`config.mk`:
```
export PLATFORM = sky130hd
export DESIGN_NAME = stack_id_collector_flat
export DESIGN_NICKNAME = d
export VERILOG_FILES = /design/src/rtl/stack_test_pkg.sv /design/src/rtl/stack_id_collector_if.sv /design/src/rtl/stack_power_table.sv /design/src/rtl/stack_id_collector.sv /design/src/flat_wrapper.sv
export SDC_FILE = /design/constraint.sdc
export NUM_CORES = 1
export LEC_CHECK = 0
export ABC_AREA = 1
export BUFFER_PORTS_ARGS = -buffer_cell sky130_fd_sc_hd__buf_4
export CORE_AREA = 2 2 98 100
export CTS_BUF_LIST = sky130_fd_sc_hd__clkbuf_16
export DETAILED_ROUTE_END_ITERATION = 12
export DIE_AREA = 0 0 100 102
export PLACE_DENSITY = 0.75
export SETUP_SLACK_MARGIN = 0.2
export SLEW_MARGIN = 10
export SYNTH_ARGS = -nofsm -noshare
export SYNTH_HDL_FRONTEND = slang
export SYNTH_HIERARCHICAL = 1
export SYNTH_SLANG_ARGS = --single-unit
export TNS_END_PERCENT = 20
```
`constraint.sdc`:
```
create_clock -name div_8_clk -period 4.9 [get_ports div_8_clk]
set_clock_uncertainty 0.1 [all_clocks]
set_input_delay 0.98 -clock div_8_clk [delete_from_list [all_inputs] [get_ports div_8_clk]]
set_output_delay 0.98 -clock div_8_clk [all_outputs]
set_load 0.03 [all_outputs]
```
`src/rtl/stack_test_pkg.sv`:
```
// Shared definitions for the 3D-stack self-test ID chain: frame layout,
// collector states and error codes. The layer-side encoder imports this too.
package stack_test_pkg;

    localparam logic [3:0]  SYNC_NIBBLE = 4'hA;
    localparam logic [15:0] FRAME_MAGIC = 16'hBEEF;

    localparam int unsigned SYNC_HI   = 31;
    localparam int unsigned SYNC_LO   = 28;
    localparam int unsigned POWER_HI  = 27;
    localparam int unsigned POWER_LO  = 24;
    localparam int unsigned SENDER_HI = 23;
    localparam int unsigned SENDER_LO = 20;
    localparam int unsigned NEXT_HI   = 19;
    localparam int unsigned NEXT_LO   = 16;
    localparam int unsigned MAGIC_HI  = 15;
    localparam int unsigned MAGIC_LO  = 0;

    typedef enum logic [1:0] {
        IDLE,
        WAIT,
        DONE,
        ERROR
    } state_t;

    typedef logic [1:0] err_code_t;

    localparam err_code_t ERR_NONE   = 2'd0;
    localparam err_code_t ERR_FRAME  = 2'd1;
    localparam err_code_t ERR_SEQ    = 2'd2;
    localparam err_code_t ERR_NORESP = 2'd3;

    // Chip IDs wrap in 4 bits, so the top layer (15) announces next=0.
    function automatic logic [3:0] next_id(input logic [3:0] id);
        return id + 4'd1;
    endfunction

endpackage

```
`src/rtl/stack_id_collector_if.sv`:
```
// Shared inter-layer bus as seen by the base-side collector.
interface stack_id_collector_if;

    logic        rx_valid;
    logic [31:0] data_in;

    modport master (output rx_valid, output data_in);
    modport slave  (input  rx_valid, input  data_in);

endinterface

```
`src/rtl/stack_power_table.sv`:
```
// Per-chip power register file; chip IDs are 1-based, ID 0 and out-of-range reads return 0.
module stack_power_table #(
    parameter int unsigned DEPTH = 15
) (
    input  logic       clk,
    input  logic       rst,
    input  logic       clr,
    input  logic       we,
    input  logic [3:0] waddr,
    input  logic [3:0] wdata,
    input  logic [3:0] raddr,
    output logic [3:0] rdata
);

    logic [3:0] mem_q [DEPTH];
    logic [3:0] mem_d [DEPTH];

    always_comb begin
        mem_d = mem_q;
        if (clr) begin
            for (int unsigned i = 0; i < DEPTH; i++) begin
                mem_d[i] = '0;
            end
        end else if (we && waddr != '0 && 32'(waddr) <= DEPTH) begin
            mem_d[waddr - 4'd1] = wdata;
        end
    end

    always_ff @(posedge clk) begin
        if (rst) begin
            mem_q <= '{default: '0};
        end else begin
            mem_q <= mem_d;
        end
    end

    assign rdata = (raddr != '0 && 32'(raddr) <= DEPTH) ? mem_q[raddr - 4'd1] : '0;

endmodule

```
`src/rtl/stack_id_collector.sv`:
```
// Base-side listener for the stack ID chain: checks the announce sequence,
// records each layer's power value and declares the stack enumerated on silence.
module stack_id_collector
    import stack_test_pkg::*;
#(
    parameter int unsigned MAX_CHIPS = 15,
    parameter int unsigned TIMEOUT   = 64,
    parameter int unsigned RETRY_W   = 6
) (
    input  logic                 div_8_clk,
    input  logic                 rst,
    input  logic                 start,
    stack_id_collector_if.slave  bus,
    input  logic [3:0]           rd_addr,
    output logic [3:0]           rd_power,
    output logic [3:0]           chip_count,
    output logic [RETRY_W-1:0]   retry_cnt,
    output logic                 busy,
    output logic                 done,
    output logic                 err,
    output logic [1:0]           err_code
);

    localparam int unsigned TIMER_W = $clog2(TIMEOUT);

    state_t               state_q,      state_d;
    logic [3:0]           exp_id_q,     exp_id_d;
    logic [3:0]           chip_count_q, chip_count_d;
    logic [RETRY_W-1:0]   retry_cnt_q,  retry_cnt_d;
    logic [TIMER_W-1:0]   timer_q,      timer_d;
    err_code_t            err_code_q,   err_code_d;

    logic       tbl_we;
    logic       tbl_clr;
    logic [3:0] f_sync;
    logic [3:0] f_power;
    logic [3:0] f_sender;
    logic [3:0] f_next;
    logic       frame_seen;

    assign f_sync     = bus.data_in[SYNC_HI:SYNC_LO];
    assign f_power    = bus.data_in[POWER_HI:POWER_LO];
    assign f_sender   = bus.data_in[SENDER_HI:SENDER_LO];
    assign f_next     = bus.data_in[NEXT_HI:NEXT_LO];
    assign frame_seen = bus.rx_valid && (bus.data_in[MAGIC_HI:MAGIC_LO] == FRAME_MAGIC);

    always_comb begin
        state_d      = state_q;
        exp_id_d     = exp_id_q;
        chip_count_d = chip_count_q;
        retry_cnt_d  = retry_cnt_q;
        timer_d      = timer_q;
        err_code_d   = err_code_q;
        tbl_we       = 1'b0;
        tbl_clr      = 1'b0;

        if (start) begin
            state_d      = WAIT;
            exp_id_d     = 4'd1;
            chip_count_d = '0;
            retry_cnt_d  = '0;
            timer_d      = '0;
            err_code_d   = ERR_NONE;
            tbl_clr      = 1'b1;
        end else if (state_q == WAIT) begin
            // An accepted frame takes precedence over a timeout in the same cycle.
            if (frame_seen) begin
                if (f_sync != SYNC_NIBBLE) begin
                    state_d    = ERROR;
                    err_code_d = ERR_FRAME;
                end else if (f_sender == exp_id_q && f_next == next_id(f_sender)) begin
                    tbl_we       = 1'b1;
                    chip_count_d = f_sender;
                    exp_id_d     = exp_id_q + 4'd1;
                    timer_d      = '0;
                    if (f_sender == 4'(MAX_CHIPS)) begin
                        state_d    = ERROR;
                        err_code_d = ERR_NORESP;
                    end
                end else if (chip_count_q != '0 && f_sender == chip_count_q &&
                             f_next == next_id(f_sender)) begin
                    tbl_we  = 1'b1;
                    timer_d = '0;
                    if (retry_cnt_q != '1) begin
                        retry_cnt_d = retry_cnt_q + 1'b1;
                    end
                end else begin
                    state_d    = ERROR;
                    err_code_d = ERR_SEQ;
                end
            end else if (timer_q == TIMER_W'(TIMEOUT - 1)) begin
                if (chip_count_q != '0) begin
                    state_d = DONE;
                end else begin
                    state_d    = ERROR;
                    err_code_d = ERR_NORESP;
                end
            end else begin
                timer_d = timer_q + 1'b1;
            end
        end
    end

    always_ff @(posedge div_8_clk) begin
        if (rst) begin
            state_q      <= IDLE;
            exp_id_q     <= 4'd1;
            chip_count_q <= '0;
            retry_cnt_q  <= '0;
            timer_q      <= '0;
            err_code_q   <= ERR_NONE;
        end else begin
            state_q      <= state_d;
            exp_id_q     <= exp_id_d;
            chip_count_q <= chip_count_d;
            retry_cnt_q  <= retry_cnt_d;
            timer_q      <= timer_d;
            err_code_q   <= err_code_d;
        end
    end

    stack_power_table #(
        .DEPTH (MAX_CHIPS)
    ) u_table (
        .clk   (div_8_clk),
        .rst   (rst),
        .clr   (tbl_clr),
        .we    (tbl_we),
        .waddr (f_sender),
        .wdata (f_power),
        .raddr (rd_addr),
        .rdata (rd_power)
    );

    assign chip_count = chip_count_q;
    assign retry_cnt  = retry_cnt_q;
    assign err_code   = err_code_q;
    assign busy       = (state_q == WAIT);
    assign done       = (state_q == DONE);
    assign err        = (state_q == ERROR);

endmodule

```
`src/flat_wrapper.sv`:
```
// flat-port wrapper written by rule: the top's interface ports become plain ports
module stack_id_collector_flat import stack_test_pkg::*;
#(
    parameter int unsigned MAX_CHIPS = 15,
    parameter int unsigned TIMEOUT   = 64,
    parameter int unsigned RETRY_W   = 6
)
  (div_8_clk, rst, start, rd_addr, rd_power, chip_count, retry_cnt, busy, done, err, err_code, bus_rx_valid, bus_data_in);
  stack_id_collector_if bus_i ();
  input  logic div_8_clk;
  input  logic rst;
  input  logic start;
  input  logic [3:0] rd_addr;
  output logic [3:0] rd_power;
  output logic [3:0] chip_count;
  output logic [RETRY_W-1:0] retry_cnt;
  output logic busy;
  output logic done;
  output logic err;
  output logic [1:0] err_code;
  input wire logic [$bits(bus_i.rx_valid)-1:0] bus_rx_valid;
  input wire logic [$bits(bus_i.data_in)-1:0] bus_data_in;
  assign bus_i.rx_valid = bus_rx_valid;
  assign bus_i.data_in = bus_data_in;
  stack_id_collector #(.MAX_CHIPS(MAX_CHIPS), .TIMEOUT(TIMEOUT), .RETRY_W(RETRY_W)) u_core (.div_8_clk(div_8_clk), .rst(rst), .start(start), .bus(bus_i), .rd_addr(rd_addr), .rd_power(rd_power), .chip_count(chip_count), .retry_cnt(retry_cnt), .busy(busy), .done(done), .err(err), .err_code(err_code));
endmodule
```
==> impl_metrics.csv <==
group,metric,value,unit
route,drtIter0Drc,359,
floorplan,ios,59,
power,power_frac_seq,42.8,%
yosys,synth.top_cells.by_count,"sky130_fd_sc_hd__nand2_1, sky130_fd_sc_hd__nor2_1, sky130_fd_sc_hd__dfxtp_1, sky130_fd_sc_hd__inv_1, sky130_fd_sc_hd__nand3_1",
final_layout,nets,873,
yosys,synth_ff_type,"sky130_fd_sc_hd__dfxtp_1",
critical_path,crit_path_frequent_cell,"sky130_fd_sc_hd__nand2_1",
yosys,synthArstFlopShare,0,%
outcome,status,"finished, final reports clean",
sta,maxSlewViolCount,0,
final_layout,num_antenna_cells,0,
critical_path,cp.required,3.82,ns
route,drt.antenna.violating_nets,0,
yosys,nets_in_the_synthesized_netlist,829,
hold_path,min_path_cells,2,
floorplan,placeable_core_region,9110,um2
yosys,synth_edf_count,0,
critical_path,critical_path.endpoint_type,"primary output",
sta,final.setup.tns,0,ns
clock_network,cts_resized,0,
sta,layout_worst_path_cycle_share,83.7,%
power,p_per_cell_area,280,nW/um2
floorplan,floorplan.initialDensity,54.4,%
clock_network,cts-htree-levels,3,
grt,grt_max_degree,59,
power,p_int,1.20,mW
critical_path,worstPathCellList,"buf_4 > inv_1 > ha_1 > inv_1 > nand3_1 > nand2_1 > nand2_1 > nand3_1 > nand2_1 > nor2_1 > buf_4",
critical_path,r2r-end,"u_core/u_table/mem_q[24]",
clock_network,tritoncts,"yes",
yosys,synth_area_per_cell,6.33,um2
route,drt_wl_total,12.5,mm
route,wl_met1,5.39,mm
floorplan,dieArea,10200,um2
route,drc_errors,0,
yosys,yosysWarningCount,6,
critical_path,crit_arrival,3.02,ns
power,share_clk_of_total_power,45.4,%
sta,max_clock_freq,244,MHz
floorplan,floorplan.die.height,102,um
critical_path,ff2ff_path_depth,14,
placed_design,dp_hpwl,9.05,mm
route,highest-signal-layer,"met4",
clock_network,cts_root_buffer,"sky130_fd_sc_hd__clkbuf_16",
critical_path,worst_setup_path_start_kind,"input port",
hold_path,kind_of_path_behind_the_tightest_hold_check,"reg -> reg",
grt,grt_pass1_wl,20.8,mm
run,max_cap_violations,0,
power,power,1.60,mW
power,vdd_drop_max,0.000166,V
yosys,yosys.area.top_type,"sky130_fd_sc_hd__dfxtp_1",
clock_network,clock_insertion_delay_worst_skew,0.34,ns
route,detail_route.wl_per_cell,13.3,um
yosys,synth-seq-cells,84,
critical_path,worst_r2r_startpoint,"u_core/exp_id_q[1]",
yosys,leading_cell_types_by_total_area_after_synthesis,"sky130_fd_sc_hd__dfxtp_1, sky130_fd_sc_hd__nand2_1, sky130_fd_sc_hd__nor2_1, sky130_fd_sc_hd__inv_1, sky130_fd_sc_hd__nand3_1",
sta,setup_repair_after_global_routing_missed_its_margin,"false",
sta,timing.final.setup_violations,0,
route,met2RoutedLength,6.21,mm
critical_path,path_delay_family,"buffers and inverters",
route,vias,4933,
route,route.met3.wl,619,um
floorplan,dieWidth,100,um
power,total_leakage_power,2.31,nW
yosys,yosys.area.top_type_share,33.9,%
floorplan,placementRows,35,
placed_design,place.port_buffers,58,
route,routed_via_density,5.23,
clock_network,clock_pin_slew_reported_for_the_worst_setup_and_hold_paths_after_clock_tree_synthesis,0.06,ns
clock_network,post_cts_hold_buffer_count,0,
hold_path,hold_path.startpoint,"u_core/u_table/mem_q[28]",
sta,relSlewSlack,53.4,%
critical_path,timing.critical_path.slowest_stage_cell,"sky130_fd_sc_hd__ha_1",
power,comb_power_share,11.8,%
critical_path,cpPeakStageDelay,0.51,ns
critical_path,worst-setup-path-type,"in -> out",
critical_path,r2r_slack,1.80,ns
yosys,syn_area,4960,um2
final_layout,fraction_of_layout_instances_using_a_drive_strength_above_1,13.7,%
yosys,post_synth_inst_count,783,
yosys,synth_most_common_cell,"sky130_fd_sc_hd__nand2_1",
grt,grt_pass1_vias,4480,
clock_network,post-cts-setup-buffers,0,
critical_path,path_max_fanout,31,
grt,antenna_found_initial,0,
power,net_switching_power,404,uW
clock_network,numCtsBuffers,9,
hold_path,timing.hold.worst_endpoint,"u_core/u_table/mem_q[28]",
power,swShare,25.3,%
sta,tightest_pin_transition,0.698,ns
final_layout,synthToLayoutAreaGrowth,15.1,%
sta,final_hold_viol_count,0,
grt,grt.overflow.total,0,
clock_network,cts_sinks,84,
route,firstDrtPassIters,5,
grt,grt_util_all_layers,25.6,%
placed_design,gpl.final_weighted_congestion,0.883,
clock_network,clock_tree.buffer_depth,2,
yosys,post_synth_cell_types,34,
yosys,yosysSeqAreaShare,33.9,%
sta,finalWorstPathRequiredPeriod,4.10,ns
critical_path,path_buf_inv,4,
## power groups by stage
stage | Sequential, mW | Clock [mW] | Combinational (mW)
2_1_floorplan | 0.700 | 0 | 0.128
3_3_place_gp | 0.700 | 0 | 0.183
6_report | 0.685 | 0.726 | 0.190
3_5_place_dp | 0.700 | 0 | 0.186
4_1_cts | 0.685 | 0.737 | 0.186
5_1_grt | 0.684 | 0.766 | 0.212
## tightest hold or removal path, cell delays in order, from the launching register on
cell                      delay, ns
sky130_fd_sc_hd__dfxtp_1       0.30
sky130_fd_sc_hd__inv_1         0.06
sky130_fd_sc_hd__a21oi_1       0.05
## flip-flops by register name (all words and copies together) (netlist names)
register              count
u_core/exp_id_q           4
u_core/timer_q            6
u_core/err_code           2
u_core/u_table/mem_q     60
u_core/chip_count         4
u_core/retry_cnt          6
u_core/state_q            2
## cells in the final DEF, fill, tap and decap left out, types with 5 or more instances in the layout
cell type / count
sky130_fd_sc_hd__dfxtp_1: 84
sky130_fd_sc_hd__clkbuf_16: 9
sky130_fd_sc_hd__o21ai_0: 16
sky130_fd_sc_hd__xnor2_1: 8
sky130_fd_sc_hd__nand2_1: 230
sky130_fd_sc_hd__nand3_2: 5
sky130_fd_sc_hd__nand4_1: 24
sky130_fd_sc_hd__nand3_1: 62
sky130_fd_sc_hd__buf_4: 59
sky130_fd_sc_hd__a21oi_1: 35
sky130_fd_sc_hd__nor2_1: 148
sky130_fd_sc_hd__nand2_2: 7
sky130_fd_sc_hd__inv_1: 85
sky130_fd_sc_hd__xor2_1: 6
sky130_fd_sc_hd__nor2_4: 14
sky130_fd_sc_hd__ha_1: 6
## worst max path at each step
stage | slack [ns] | cells after the start | to | start
after global routing | 0.56 | 11 | rd_power[1] | rd_addr[0]
after detailed placement | 0.78 | 14 | u_core/u_table/mem_q[26] | bus_data_in[20]
after global placement | 0.85 | 14 | u_core/u_table/mem_q[22] | bus_data_in[20]
final | 0.80 | 11 | rd_power[1] | rd_addr[0]
after floorplan | 1.12 | 10 | rd_power[2] | rd_addr[0]
after CTS | 0.84 | 11 | rd_power[1] | rd_addr[0]
## cell families (layout without fill, tap and decap cells)
| family | Yosys count | in the layout | synth area share, % |
|---|---|---|---|
| adder cells (fa/ha/maj) | 6 | 6 | 1.51 |
| AO/OA/AOI/OAI | 61 | 61 | 6.66 |
| flip-flops | 84 | 84 | 33.9 |
| XOR/XNOR | 14 | 14 | 2.47 |
| buffers and inverters | 115 | 164 | 10.4 |
| AND/OR/NAND/NOR | 503 | 503 | 45.0 |
## cell type report
class,count,area [um2]
Fill cell,871,3400
Clock inverter,7,91.3
Sequential cell,84,1680
Multi-Input combinational cell,584,2770
Tap cell,111,139
Timing Repair Buffer,60,470
Clock buffer,9,225
Inverter,88,330
## layer usage
metal,global-route usage [%],vias up
li1,-,2537
met1,30.4,2232
met2,46.5,144
met3,4.04,20
met4,9.91,0
met5,0,-
## through the flow
step	cells	instance area [um2]	hold WS, ns	worst slack (ns)	utilization [%]
2_1_floorplan	783	4960	0.325	1.12	-
5_1_grt	943	5710	0.378	0.561	62.7
4_1_cts	942	5680	0.356	0.841	62.3
3_5_place_dp	926	5360	0.346	0.778	58.9
6_report	943	5710	0.353	0.799	62.7
3_3_place_gp	926	5360	0.339	0.847	58.9
No activity file was read; power rests on OpenSTA's default activity.
